===== src/rtl/cs_pkg.sv =====
// cs_pkg: shared definitions for the 69-bit microcode control word.
// Holds the word width, the bit positions of every strobe field, and the
// masks derived from them:
//   CS_WE_MASK    - one-shot bits (write enables, CB toggle, bus write strobe)
//   CS_NIDLE_MASK - active-low bits, which sit high when idle
//   CS_IDLE_WORD  - the "do nothing" word
package cs_pkg;

  localparam int CS_WIDTH = 69;

  typedef logic [CS_WIDTH-1:0] cs_word_t;

  // Strobe field positions. Each field is a single bit.
  localparam int CS_STROBE_W         = 1;
  localparam int CS_DB_NWRITE_LSB    = 5;   // data bus write, active low
  localparam int CS_MAR_WE_LSB       = 24;
  localparam int CS_MDR_WE_LSB       = 31;
  localparam int CS_IR_WE_LSB        = 32;
  localparam int CS_DB_NREAD_LSB     = 35;  // data bus read, active low
  localparam int CS_PC_WE_LSB        = 42;
  localparam int CS_RF_WE_LSB        = 43;
  localparam int CS_ACC_WE_LSB       = 44;
  localparam int CS_TMP_WE_LSB       = 45;
  localparam int CS_CU_TOGGLE_CB_LSB = 48;
  localparam int CS_SP_WE_LSB        = 56;
  localparam int CS_FLAGS_WE_LSB     = 59;
  localparam int CS_CB_WE_LSB        = 60;
  localparam int CS_IO_WE_LSB        = 66;
  localparam int CS_IE_WE_LSB        = 67;
  localparam int CS_IVR_WE_LSB       = 68;

  // Mask with CS_STROBE_W ones starting at lsb.
  function automatic cs_word_t cs_field(input int lsb);
    cs_word_t m;
    m = '0;
    for (int i = 0; i < CS_STROBE_W; i++) m[lsb+i] = 1'b1;
    return m;
  endfunction

  localparam cs_word_t CS_WE_MASK =
      cs_field(CS_DB_NWRITE_LSB) | cs_field(CS_MAR_WE_LSB)   | cs_field(CS_MDR_WE_LSB)  |
      cs_field(CS_IR_WE_LSB)     | cs_field(CS_PC_WE_LSB)    | cs_field(CS_RF_WE_LSB)   |
      cs_field(CS_ACC_WE_LSB)    | cs_field(CS_TMP_WE_LSB)   | cs_field(CS_CU_TOGGLE_CB_LSB) |
      cs_field(CS_SP_WE_LSB)     | cs_field(CS_FLAGS_WE_LSB) | cs_field(CS_CB_WE_LSB)   |
      cs_field(CS_IO_WE_LSB)     | cs_field(CS_IE_WE_LSB)    | cs_field(CS_IVR_WE_LSB);

  localparam cs_word_t CS_NIDLE_MASK = cs_field(CS_DB_NWRITE_LSB) | cs_field(CS_DB_NREAD_LSB);

  localparam cs_word_t CS_IDLE_WORD = CS_NIDLE_MASK;

endpackage


===== src/rtl/cs_pipe_stage.sv =====
// cs_pipe_stage: one word+valid pipeline register.
// Ports:
//   clk, rst             clock, async active-high reset
//   load                 capture word_in/valid_in at the next edge
//   clear                drop the valid bit at the next edge (wins over load)
//   word_in, valid_in    incoming word and its valid flag
//   word_out, valid_out  registered word and valid flag
module cs_pipe_stage #(
  parameter int           W        = 69,
  parameter logic [W-1:0] RST_WORD = '0
) (
  input  logic         clk,
  input  logic         rst,
  input  logic         load,
  input  logic         clear,
  input  logic [W-1:0] word_in,
  input  logic         valid_in,
  output logic [W-1:0] word_out,
  output logic         valid_out
);

  logic [W-1:0] word_d, word_q;
  logic         valid_d, valid_q;

  always_comb begin
    word_d  = word_q;
    valid_d = valid_q;
    if (clear) begin
      valid_d = 1'b0;
    end else if (load) begin
      word_d  = word_in;
      valid_d = valid_in;
    end
  end

  always_ff @(posedge clk or posedge rst) begin
    if (rst) begin
      word_q  <= RST_WORD;
      valid_q <= 1'b0;
    end else begin
      word_q  <= word_d;
      valid_q <= valid_d;
    end
  end

  assign word_out  = word_q;
  assign valid_out = valid_q;

endmodule


===== src/rtl/cs_word_pipe.sv =====
// cs_word_pipe: stall-aware delivery stage between the microcode ROM and the
// field decoder. STAGES word registers shift on every non-stalled, non-flushed
// cycle. While a valid word is held by a stall, its one-shot strobes are
// neutralised after the first cycle so a held word cannot write twice.
// Ports:
//   clk, rst         clock, async active-high reset
//   cw_in, cw_valid  word from the ROM and its valid flag
//   cw_ready         word accepted when cw_valid & cw_ready
//   stall            freeze the pipeline
//   flush            discard everything in flight (wins over stall)
//   control_signals  word presented to the decoder (idle word when empty)
//   cs_valid         control_signals carries a real word
//   hold_cycles      cycles the current word has been held beyond its first
module cs_word_pipe
  import cs_pkg::*;
#(
  parameter int                  CW_WIDTH   = CS_WIDTH,
  parameter int                  STAGES     = 1,
  parameter logic [CW_WIDTH-1:0] WE_MASK    = CS_WE_MASK,
  parameter logic [CW_WIDTH-1:0] NIDLE_MASK = CS_NIDLE_MASK,
  parameter int                  HOLD_W     = 8
) (
  input  logic                clk,
  input  logic                rst,
  input  logic [CW_WIDTH-1:0] cw_in,
  input  logic                cw_valid,
  output logic                cw_ready,
  input  logic                stall,
  input  logic                flush,
  output logic [CW_WIDTH-1:0] control_signals,
  output logic                cs_valid,
  output logic [HOLD_W-1:0]   hold_cycles
);

  generate
    if (STAGES < 1 || STAGES > 3) begin : g_bad_stages
      $error("cs_word_pipe: STAGES must be in 1..3");
    end
  endgenerate

  localparam logic [CW_WIDTH-1:0] IDLE_WORD = NIDLE_MASK;

  logic advance;
  assign advance  = ~stall & ~flush;
  assign cw_ready = advance & ~rst;

  logic [CW_WIDTH-1:0] stage_word [STAGES];
  logic [STAGES-1:0]   stage_valid;

  generate
    for (genvar i = 0; i < STAGES; i++) begin : g_stage
      if (i == 0) begin : g_first
        cs_pipe_stage #(.W(CW_WIDTH), .RST_WORD(IDLE_WORD)) u_stage (
          .clk       (clk),
          .rst       (rst),
          .load      (advance),
          .clear     (flush),
          .word_in   (cw_in),
          .valid_in  (cw_valid),
          .word_out  (stage_word[i]),
          .valid_out (stage_valid[i])
        );
      end else begin : g_next
        cs_pipe_stage #(.W(CW_WIDTH), .RST_WORD(IDLE_WORD)) u_stage (
          .clk       (clk),
          .rst       (rst),
          .load      (advance),
          .clear     (flush),
          .word_in   (stage_word[i-1]),
          .valid_in  (stage_valid[i-1]),
          .word_out  (stage_word[i]),
          .valid_out (stage_valid[i])
        );
      end
    end
  endgenerate

  logic [CW_WIDTH-1:0] last_word;
  logic                last_valid;
  assign last_word  = stage_word[STAGES-1];
  assign last_valid = stage_valid[STAGES-1];

  // presented_q marks that the word in the last stage has already had its
  // one cycle of live strobes; it only survives across stalled edges.
  logic              presented_d, presented_q;
  logic [HOLD_W-1:0] hold_d, hold_q;

  always_comb begin
    presented_d = presented_q;
    hold_d      = hold_q;
    if (flush || advance) begin
      presented_d = 1'b0;
      hold_d      = '0;
    end else if (last_valid) begin
      presented_d = 1'b1;
      hold_d      = (hold_q == {HOLD_W{1'b1}}) ? hold_q : hold_q + HOLD_W'(1);
    end else begin
      presented_d = 1'b0;
      hold_d      = '0;
    end
  end

  always_ff @(posedge clk or posedge rst) begin
    if (rst) begin
      presented_q <= 1'b0;
      hold_q      <= '0;
    end else begin
      presented_q <= presented_d;
      hold_q      <= hold_d;
    end
  end

  // Held word: active-high strobes forced low, active-low strobes forced high.
  always_comb begin
    control_signals = IDLE_WORD;
    if (last_valid) begin
      if (presented_q) control_signals = (last_word & ~WE_MASK) | (WE_MASK & NIDLE_MASK);
      else             control_signals = last_word;
    end
  end

  assign cs_valid    = last_valid;
  assign hold_cycles = hold_q;

endmodule


===== config.mk =====
export PLATFORM = sky130hd
export DESIGN_NAME = cs_word_pipe
export DESIGN_NICKNAME = d
export VERILOG_FILES = /design/src/rtl/cs_pkg.sv /design/src/rtl/cs_pipe_stage.sv /design/src/rtl/cs_word_pipe.sv
export SDC_FILE = /design/constraint.sdc
export NUM_CORES = 1
export LEC_CHECK = 0
export BUFFER_PORTS_ARGS = -buffer_cell sky130_fd_sc_hd__buf_4
export CORE_ASPECT_RATIO = 0.7
export CORE_MARGIN = 4
export CORE_UTILIZATION = 43
export DETAILED_ROUTE_END_ITERATION = 6
export PLACE_DENSITY = 0.84
export SETUP_SLACK_MARGIN = 0.2
export SLEW_MARGIN = 20
export SYNTH_ARGS = -nofsm -noshare
export SYNTH_HDL_FRONTEND = slang
export SYNTH_SLANG_ARGS = --single-unit

===== constraint.sdc =====
create_clock -name clk -period 2 [get_ports clk]
set_input_delay 0.2 -clock clk [delete_from_list [all_inputs] [get_ports clk]]
set_output_delay 0.2 -clock clk [all_outputs]
set_load 0.01 [all_outputs]

### Word level (Yosys, flattened, before mapping)

Index checks and enable logic that the tools add are counted.

* $add $sub $neg: 1
* eq/ne operators: 2
* mux-type cells: 9
* bitwise operators: 5
* reductions and logical operators: 3

Operators by type and width (count)
* $mux W69: 2
* $mux W8: 3
* $add A8 B1 Y8 const B: 1
* $eq A8 B8 Y1 const B: 1
* $mux W1: 4
* $ne A3 B3 Y1 const B: 1
* $not A1 Y1: 3
* $and A1 B1 Y1: 2
* $reduce_and A2 Y1: 1
* $reduce_bool A2 Y1: 1
* $logic_or A1 B1 Y1: 1

* register bits after elaboration: 79
* bits of input ports: 74
* output and inout port bits: 79
* logic and storage cells: 24

### Logic depth before layout (Yosys ltp)

Gate-level depths: netlist (run 1).

* depth in word-level cells: 4
* gate-level depth with buffers: 5
* gate-level depth less buffers: 4

### Hierarchy

Synthesis (run 1) repeated with hierarchy kept, for this count alone.

* cells, all modules: 278
* area total of the unflattened synthesis: 3631.0 um2

Modules (own cells, without submodules)
* cs_pipe_stage: instances 1, cells an instance 151, area each 2680.1 um2, sequential area each 1754.2 um2
* cs_word_pipe: instances 1, cells an instance 127, area each 950.9 um2, sequential area each 225.2 um2

### Least setup slack after synthesis (run 1)

No wires, ideal clock.

* path kind: register to register
* from: register hold_q[0] (netlist: hold_cycles[0])
* to: register hold_q[7] (netlist: hold_cycles[7])
* setup time: 0.128 ns
* arrival: 1.307 ns
* data required time: 1.872 ns
* slack: 0.565 ns
* cell stages (with the launch flop): 6
* buffers on the path: 1
* clock period less this slack: 1.435 ns
* cell sequence: dfrtp_1 ha_1 and3_1 buf_2 nor4bb_1 nor3_1

* word-level cells in the longest chain between the ends: 4
* elaborated cells between the ends (all ways): 6
* classes of those cells: add/sub: 1; eq/ne: 2; mux: 3

Ends and longest elaborated chain
* start, declared: line cs_word_pipe.sv:86 `logic [HOLD_W-1:0] hold_d, hold_q;`
* start signal, assigned: line cs_word_pipe.sv:109 `hold_q <= hold_d;`
* $add A8 B1 Y8: line cs_word_pipe.sv:96 `hold_d = (hold_q == {HOLD_W{1'b1}}) ? hold_q : hold_q + HOLD_W'(1);`
* $mux W8: line cs_word_pipe.sv:96
* $mux W8: line cs_word_pipe.sv:94 `end else if (last_valid) begin`
* $mux W8: line cs_word_pipe.sv:91 `if (flush || advance) begin`

Parallel ways exist; a longest one is shown, timed or not. The select of a mux whose other input is x is not followed.
A chain may end at the register's enable or synchronous reset.

### Worst setup path after layout (run 1)

* from: register g_stage[0].g_first.u_stage.valid_q
* to: output port control_signals[59]

* word-level cells in the longest chain between the ends: 1

Ends and longest elaborated chain
* start, declared: line cs_pipe_stage.sv:23 `logic valid_d, valid_q;`
* start signal, assigned: line cs_pipe_stage.sv:42 `valid_q <= valid_d;`
* $mux W69: line cs_word_pipe.sv:116 `if (last_valid) begin`
* end, declared: line cs_word_pipe.sv:30 `output logic [CW_WIDTH-1:0] control_signals,`

No other way between the ends.

==> flow_summary.toml, run 1 <==
[run_status]
status = "completed"

[global_routing]
grt_usage_pct = 17.5
antenna_found_initial = 0
grt_overflow = 0
grt_pass1_wl_um = 13700
grt_max_degree = 44
grt_pass1_vias = 2680

[synth]
syn_avg_cell_area_um2 = 13.3
synth.distinct_cells = 31
yosysWarnings = 0
synth_top_area_share_pct = 53.9
yosysSeqAreaShare_pct = 55.4
synth_edf_count = 0
syn_area_um2 = 3570
synth.most_common_cell = "dfrtp_1"
synthArstFlopShare_pct = 100
synthTopCellsByArea = "dfrtp_1 54%, mux2_2 20%, and2_1 12%"
synth_fp_nets = 343
ys_seq_elements = 79
synth_common_cells = "77 x dfrtp_1, 68 x and2_1, 63 x mux2_2"
synth_top_area_cell = "dfrtp_1"
synthFlopType = "dfrtp_1"
synthCells = 268

[die]
dieWidth_um = 117
core.rowCount = 27
core_area_um2 = 7970
start_util_pct = 44.8
die_area_um2 = 9860
io_pins = 153
die_h_um = 84.3

[detailed_routing]
viasPerCell = 4.81
wl_um = 8420
vias = 2553
wl_per_cell_um = 15.8
dr.pass1.iters = 4
drt_iter0_drc = 122
drtAntennaViolNets = 0
drc = 0

[setup_path]
critical_path_required_ns = 1.80
crit_path_top_delay_cell = "dfrtp_1"
reg2reg_slack_ns = 0.53
cp_max_fo = 20
start_kind = "register"
critical_path_arrival_ns = 1.52
endpoint_kind = "output pin"
max_stage_delay_ns = 0.41
worstPathCellList = "buf_8 -> nor2b_2 -> buf_4 -> and2_1 -> buf_4"
crit_path_frequent_cell = "buf_4"
critPathKind = "register to output pin"

[cells_and_area]
n_antenna_cell = 0
areaGrowthSynthToFinish_pct = 43.5
fin_util_pct = 64.4
fin_area_um2 = 5130
finalNetCount = 500
drive_above_1_share_pct = 58.6

[power_and_ir_drop]
p_leak_nw = 2.51
p_per_area_nw_per_um2 = 829
vdd_ir_drop_max_mv = 0.400
power_mw = 4.25

[clock_network]
cts_tree = "done"
clockBufferDepth = 2
cts.sinks = 79
clk_latency_ns = 0.32
cts_max_level = 3
cts_setup_buffers = 0
cts_resized = 0
numCtsBuffers = 9
holdBufCountCts = 0
clockRootBuffer = "clkbuf_16"
clkTransAtPathRegs_ns = 0.06

[timing]
min_period_ns = 1.72
grt_setup_unrepaired = "no"
final-hold-violation-count = 0
fin_skew_ns = 0.00113
timing.hold.ws_ns = 0.0166
setup_violations = 0
worst_pin_slew_ns = 0.540
post-route-period-util_pct = 85.9
timing.fmax_ghz = 0.582
relSlewSlack_pct = 64.0
slew_violations = 0
tns_ns = 0

[placed_design]
gp_congestion = 0.775
port_buffers = 152
postPlaceCellArea_um2 = 4810
dpl.hpwl_um = 6280

[run]
cap_violations = 0

[worst_hold_path]
hold_class = "input port to asynchronous set/reset pin"
==> layer usage <==
metal | up-vias | routed length (um) | GRT usage, %
li1 | 1222 | - | -
met1 | 1219 | 3640 | 23.7
met2 | 105 | 3940 | 26.8
met3 | 7 | 791 | 6.70
met4 | 0 | 53 | 3.85
met5 | - | 0 | 0
==> sequential cells by signal, indices dropped and copies added, names as in the netlist <==
name and flops:
g_stage.g_first.u_stage.word_out 69, g_stage.g_first.u_stage.valid_out 1, hold_cycles 8, presented_q 1
==> final cells by class <==
type | count | area, um^2
clock buffer | 12 | 236
clock inverter | 4 | 72.6
fill | 632 | 2840
inverter | 2 | 11.3
multi-input combinational | 172 | 1480
sequential | 79 | 1980
tap | 101 | 126
timing repair buffer | 161 | 1230
==> power by group <==
| group | switching (mW) | internal (mW) |
|---|---|---|
| sequential | 0.0948 | 1.81 |
| clock | 0.594 | 1.09 |
| combinational | 0.247 | 0.413 |
==> through the flow <==
stage          instances  worst slack, ns
6_report             531            0.281
5_1_grt              531            0.202
2_1_floorplan        268            0.565
3_3_place_gp         515            0.592
3_5_place_dp         515            0.562
4_1_cts              531            0.210
==> cells in the final DEF (no fill, tap or decap), types with 2 or more instances in the layout <==
cell type and n:
dfrtp_1 77, clkbuf_1 3, nand2b_1 2, clkbuf_16 9, mux2_4 6, o21ai_0 3
nand3_1 2, nor3_1 3, clkinvlp_4 2, a21oi_1 2, nand2_1 5, a31oi_1 4
bufinv_16 2, dfstp_2 2, and2_1 68, mux2_2 63, buf_4 159
==> critical path: cells and delay by family (launching register included) <==
family	cells	cell delay, ns
flip-flops	1	0.41
AND/OR/NAND/NOR	2	0.33
buffers and inverters	3	0.46
==> worst paths after layout <==
path,startpoint,to,depth (start not counted)
max,g_stage[0].g_first.u_stage.valid_out$_DFFE_PP0N_,control_signals[59],5
min,rst,g_stage[0].g_first.u_stage.word_out[28]$_DFFE_PP0P_,3
max reg2reg,hold_cycles[0]$_DFFE_PP0P_,hold_cycles[7]$_DFFE_PP0P_,4
min reg2reg,g_stage[0].g_first.u_stage.word_out[14]$_DFFE_PP0P_,g_stage[0].g_first.u_stage.word_out[14]$_DFFE_PP0P_,1
max in group asynchronous,rst,g_stage[0].g_first.u_stage.word_out[47]$_DFFE_PP0P_,3
min in group clk,cw_valid,g_stage[0].g_first.u_stage.valid_out$_DFFE_PP0N_,3
==> cell families after synthesis <==
| logic type | after synthesis | synth area share, % |
|---|---|---|
| compound gates | 12 | 2.14 |
| fa+ha+maj | 1 | 0.350 |
| flops | 79 | 55.4 |
| buf+inv | 17 | 3.40 |
| simple gates | 89 | 16.1 |
| mux | 70 | 22.6 |
No activity file was read; power rests on OpenSTA's default activity.
==> run 2, diff against run 1 <==
- CORE_UTILIZATION: 43 -> 45
- clock period: 2 -> 1.7 ns (I/O delays scaled with it)
==> run 2 against run 1 <==
Net effect: the run now ends with hold timing left; sequential share of layout area shrank 1.0 points; hold slack worse by 0.017 ns; combinational power increased by 26%; critical endpoint is now control_signals[40]; highest routed layer unchanged.
==> flow_summary.toml, run 2 (synthesis gave the netlist of run 1 again) <==
[timing]
final-hold-violation-count = 1
min_period_ns = 1.52
setup_violations = 0
tns_ns = 0
worst_slack_ns = 0.180
post-route-period-util_pct = 89.4
relSlewSlack_pct = 65.3
grt_setup_unrepaired = "yes"
timing.hold.ws_ns = -0.000199
worst_pin_slew_ns = 0.520
slew_violations = 0
fin_skew_ns = 0.00649
timing.fmax_ghz = 0.658

[global_routing]
grt_max_degree = 42
grt_usage_pct = 18.5
antenna_found_initial = 0
grt_overflow = 0
grt_pass1_vias = 2744
grt_pass1_wl_um = 13800

[detailed_routing]
vias = 2632
drt_iter0_drc = 108
drc = 0
viasPerCell = 4.96
drtAntennaViolNets = 0
wl_um = 9000
dr.pass1.iters = 4
wl_per_cell_um = 17.0

[placed_design]
gp_congestion = 0.780
postPlaceCellArea_um2 = 4820
port_buffers = 152
dpl.hpwl_um = 6450
pre_cts_slack_ns = 0.203

[setup_path]
critPathKind = "register to output pin"
r2r-end = "hold_cycles[7]$_DFFE_PP0P_"
endpoint_kind = "output pin"
critical_path_required_ns = 1.53
reg2reg_slack_ns = 0.32
reg2reg_from = "hold_cycles[0]$_DFFE_PP0P_"
start_kind = "register"
worst-r2r-cell-count = 4
critical_path_arrival_ns = 1.35
cp_max_fo = 28
cp-startpoint = "g_stage[0].g_first.u_stage.valid_out$_DFFE_PP0N_"

[power_and_ir_drop]
vdd_ir_drop_max_mv = 0.588
p_per_area_nw_per_um2 = 938
p_leak_nw = 2.57

[clock_network]
clkTransAtPathRegs_ns = 0.06
numCtsBuffers = 9
cts_max_level = 3
clockRootBuffer = "clkbuf_16"
cts.sinks = 79
holdBufCountCts = 0
clockBufferDepth = 2
clk_latency_ns = 0.32
cts_tree = "done"

[die]
core.rowCount = 26
die_h_um = 82.6
start_util_pct = 47.6
core_area_um2 = 7510
die_area_um2 = 9460
io_pins = 153
dieWidth_um = 115

[cells_and_area]
n_antenna_cell = 0
fin_area_um2 = 5270
multiInputGateArea_um2 = 1530
seqCellArea_um2 = 1980
largest_reg_flops = 69
drive_above_1_share_pct = 63.0
final_common_cell = "buf_4"
fillers = 555
finalNetCount = 503
areaGrowthSynthToFinish_pct = 47.5
mostFrequentLayoutCells = "143 x buf_4, 77 x dfrtp_1, 63 x mux2_2"

[run_status]
failed_checks = "hold timing"
status = "finished, violations left"

[worst_hold_path]
hold_class = "input port to asynchronous set/reset pin"

[run]
cap_violations = 0
-- run 2: changes by cell type in the layout (fill, tap and decap cells not counted), sizes merged --
| cell | previous run | this run |
|---|---|---|
| clkinvlp | 2 | 1 |
| buf | 161 | 164 |
| bufinv | 2 | 1 |
| clkinv | 1 | 3 |
-- run 2: cell type report --
| class | instances | area share (%) |
|---|---|---|
| sequential | 79 | 37.6 |
| multi-input combinational | 172 | 29.0 |
| timing repair buffer | 164 | 25.4 |
| clock buffer | 12 | 4.68 |
| tap | 98 | 2.33 |
| clock inverter | 4 | 0.854 |
| inverter | 2 | 0.214 |
-- run 2: where the power goes --
part / internal, mW / switching (mW)
registers: 2.13 / 0.114
clock network: 1.17 / 0.701
logic: 0.524 / 0.305
total: 3.83 / 1.12
-- run 2: repair_timing --
action,CTS,global route
gates cloned,0,1
gates resized for setup,6,36
pin swaps,1,13
setup endpoints to repair,20,24
endpoints found under the hold margin,0,0
setup buffers,0,2
-- run 2: worst max-delay path, stage by stage, from the launching register on --
cell and delay, ns:
dfrtp_1 0.41, buf_4 0.16, buf_12 0.15, and2_1 0.17, buf_4 0.14
-- run 2: worst max path at each step --
stage                                  to  slack, ns
2_1_floorplan  hold_cycles[7]$_DFFE_PP0P_       0.26
3_3_place_gp   hold_cycles[7]$_DFFE_PP0P_       0.30
3_5_place_dp   hold_cycles[7]$_DFFE_PP0P_       0.20
4_1_cts               control_signals[60]       0.18
5_1_grt               control_signals[51]       0.14
6_report              control_signals[40]       0.18
-- run 2: layer usage --
| metal | wire [um] | share of wire (%) | GRT usage (%) |
|---|---|---|---|
| met4 | 15 | 0.17 | 4.51 |
| met1 | 3930 | 44 | 24.2 |
| met2 | 4200 | 47 | 29.6 |
| met3 | 852 | 9.5 | 6.55 |
| met5 | 0 | 0 | 0 |
-- run 2: stage by stage --
| step | total power, mW | utilization, % | std cells |
|---|---|---|---|
| 3_5_place_dp | 3.07 | 64.2 | 512 |
| 2_1_floorplan | 2.69 | - | 268 |
| 4_1_cts | 4.94 | 68.3 | 528 |
| 3_3_place_gp | 3.02 | 64.2 | 512 |
| 6_report | 4.95 | 70.1 | 531 |
| 5_1_grt | 5.17 | 70.1 | 531 |
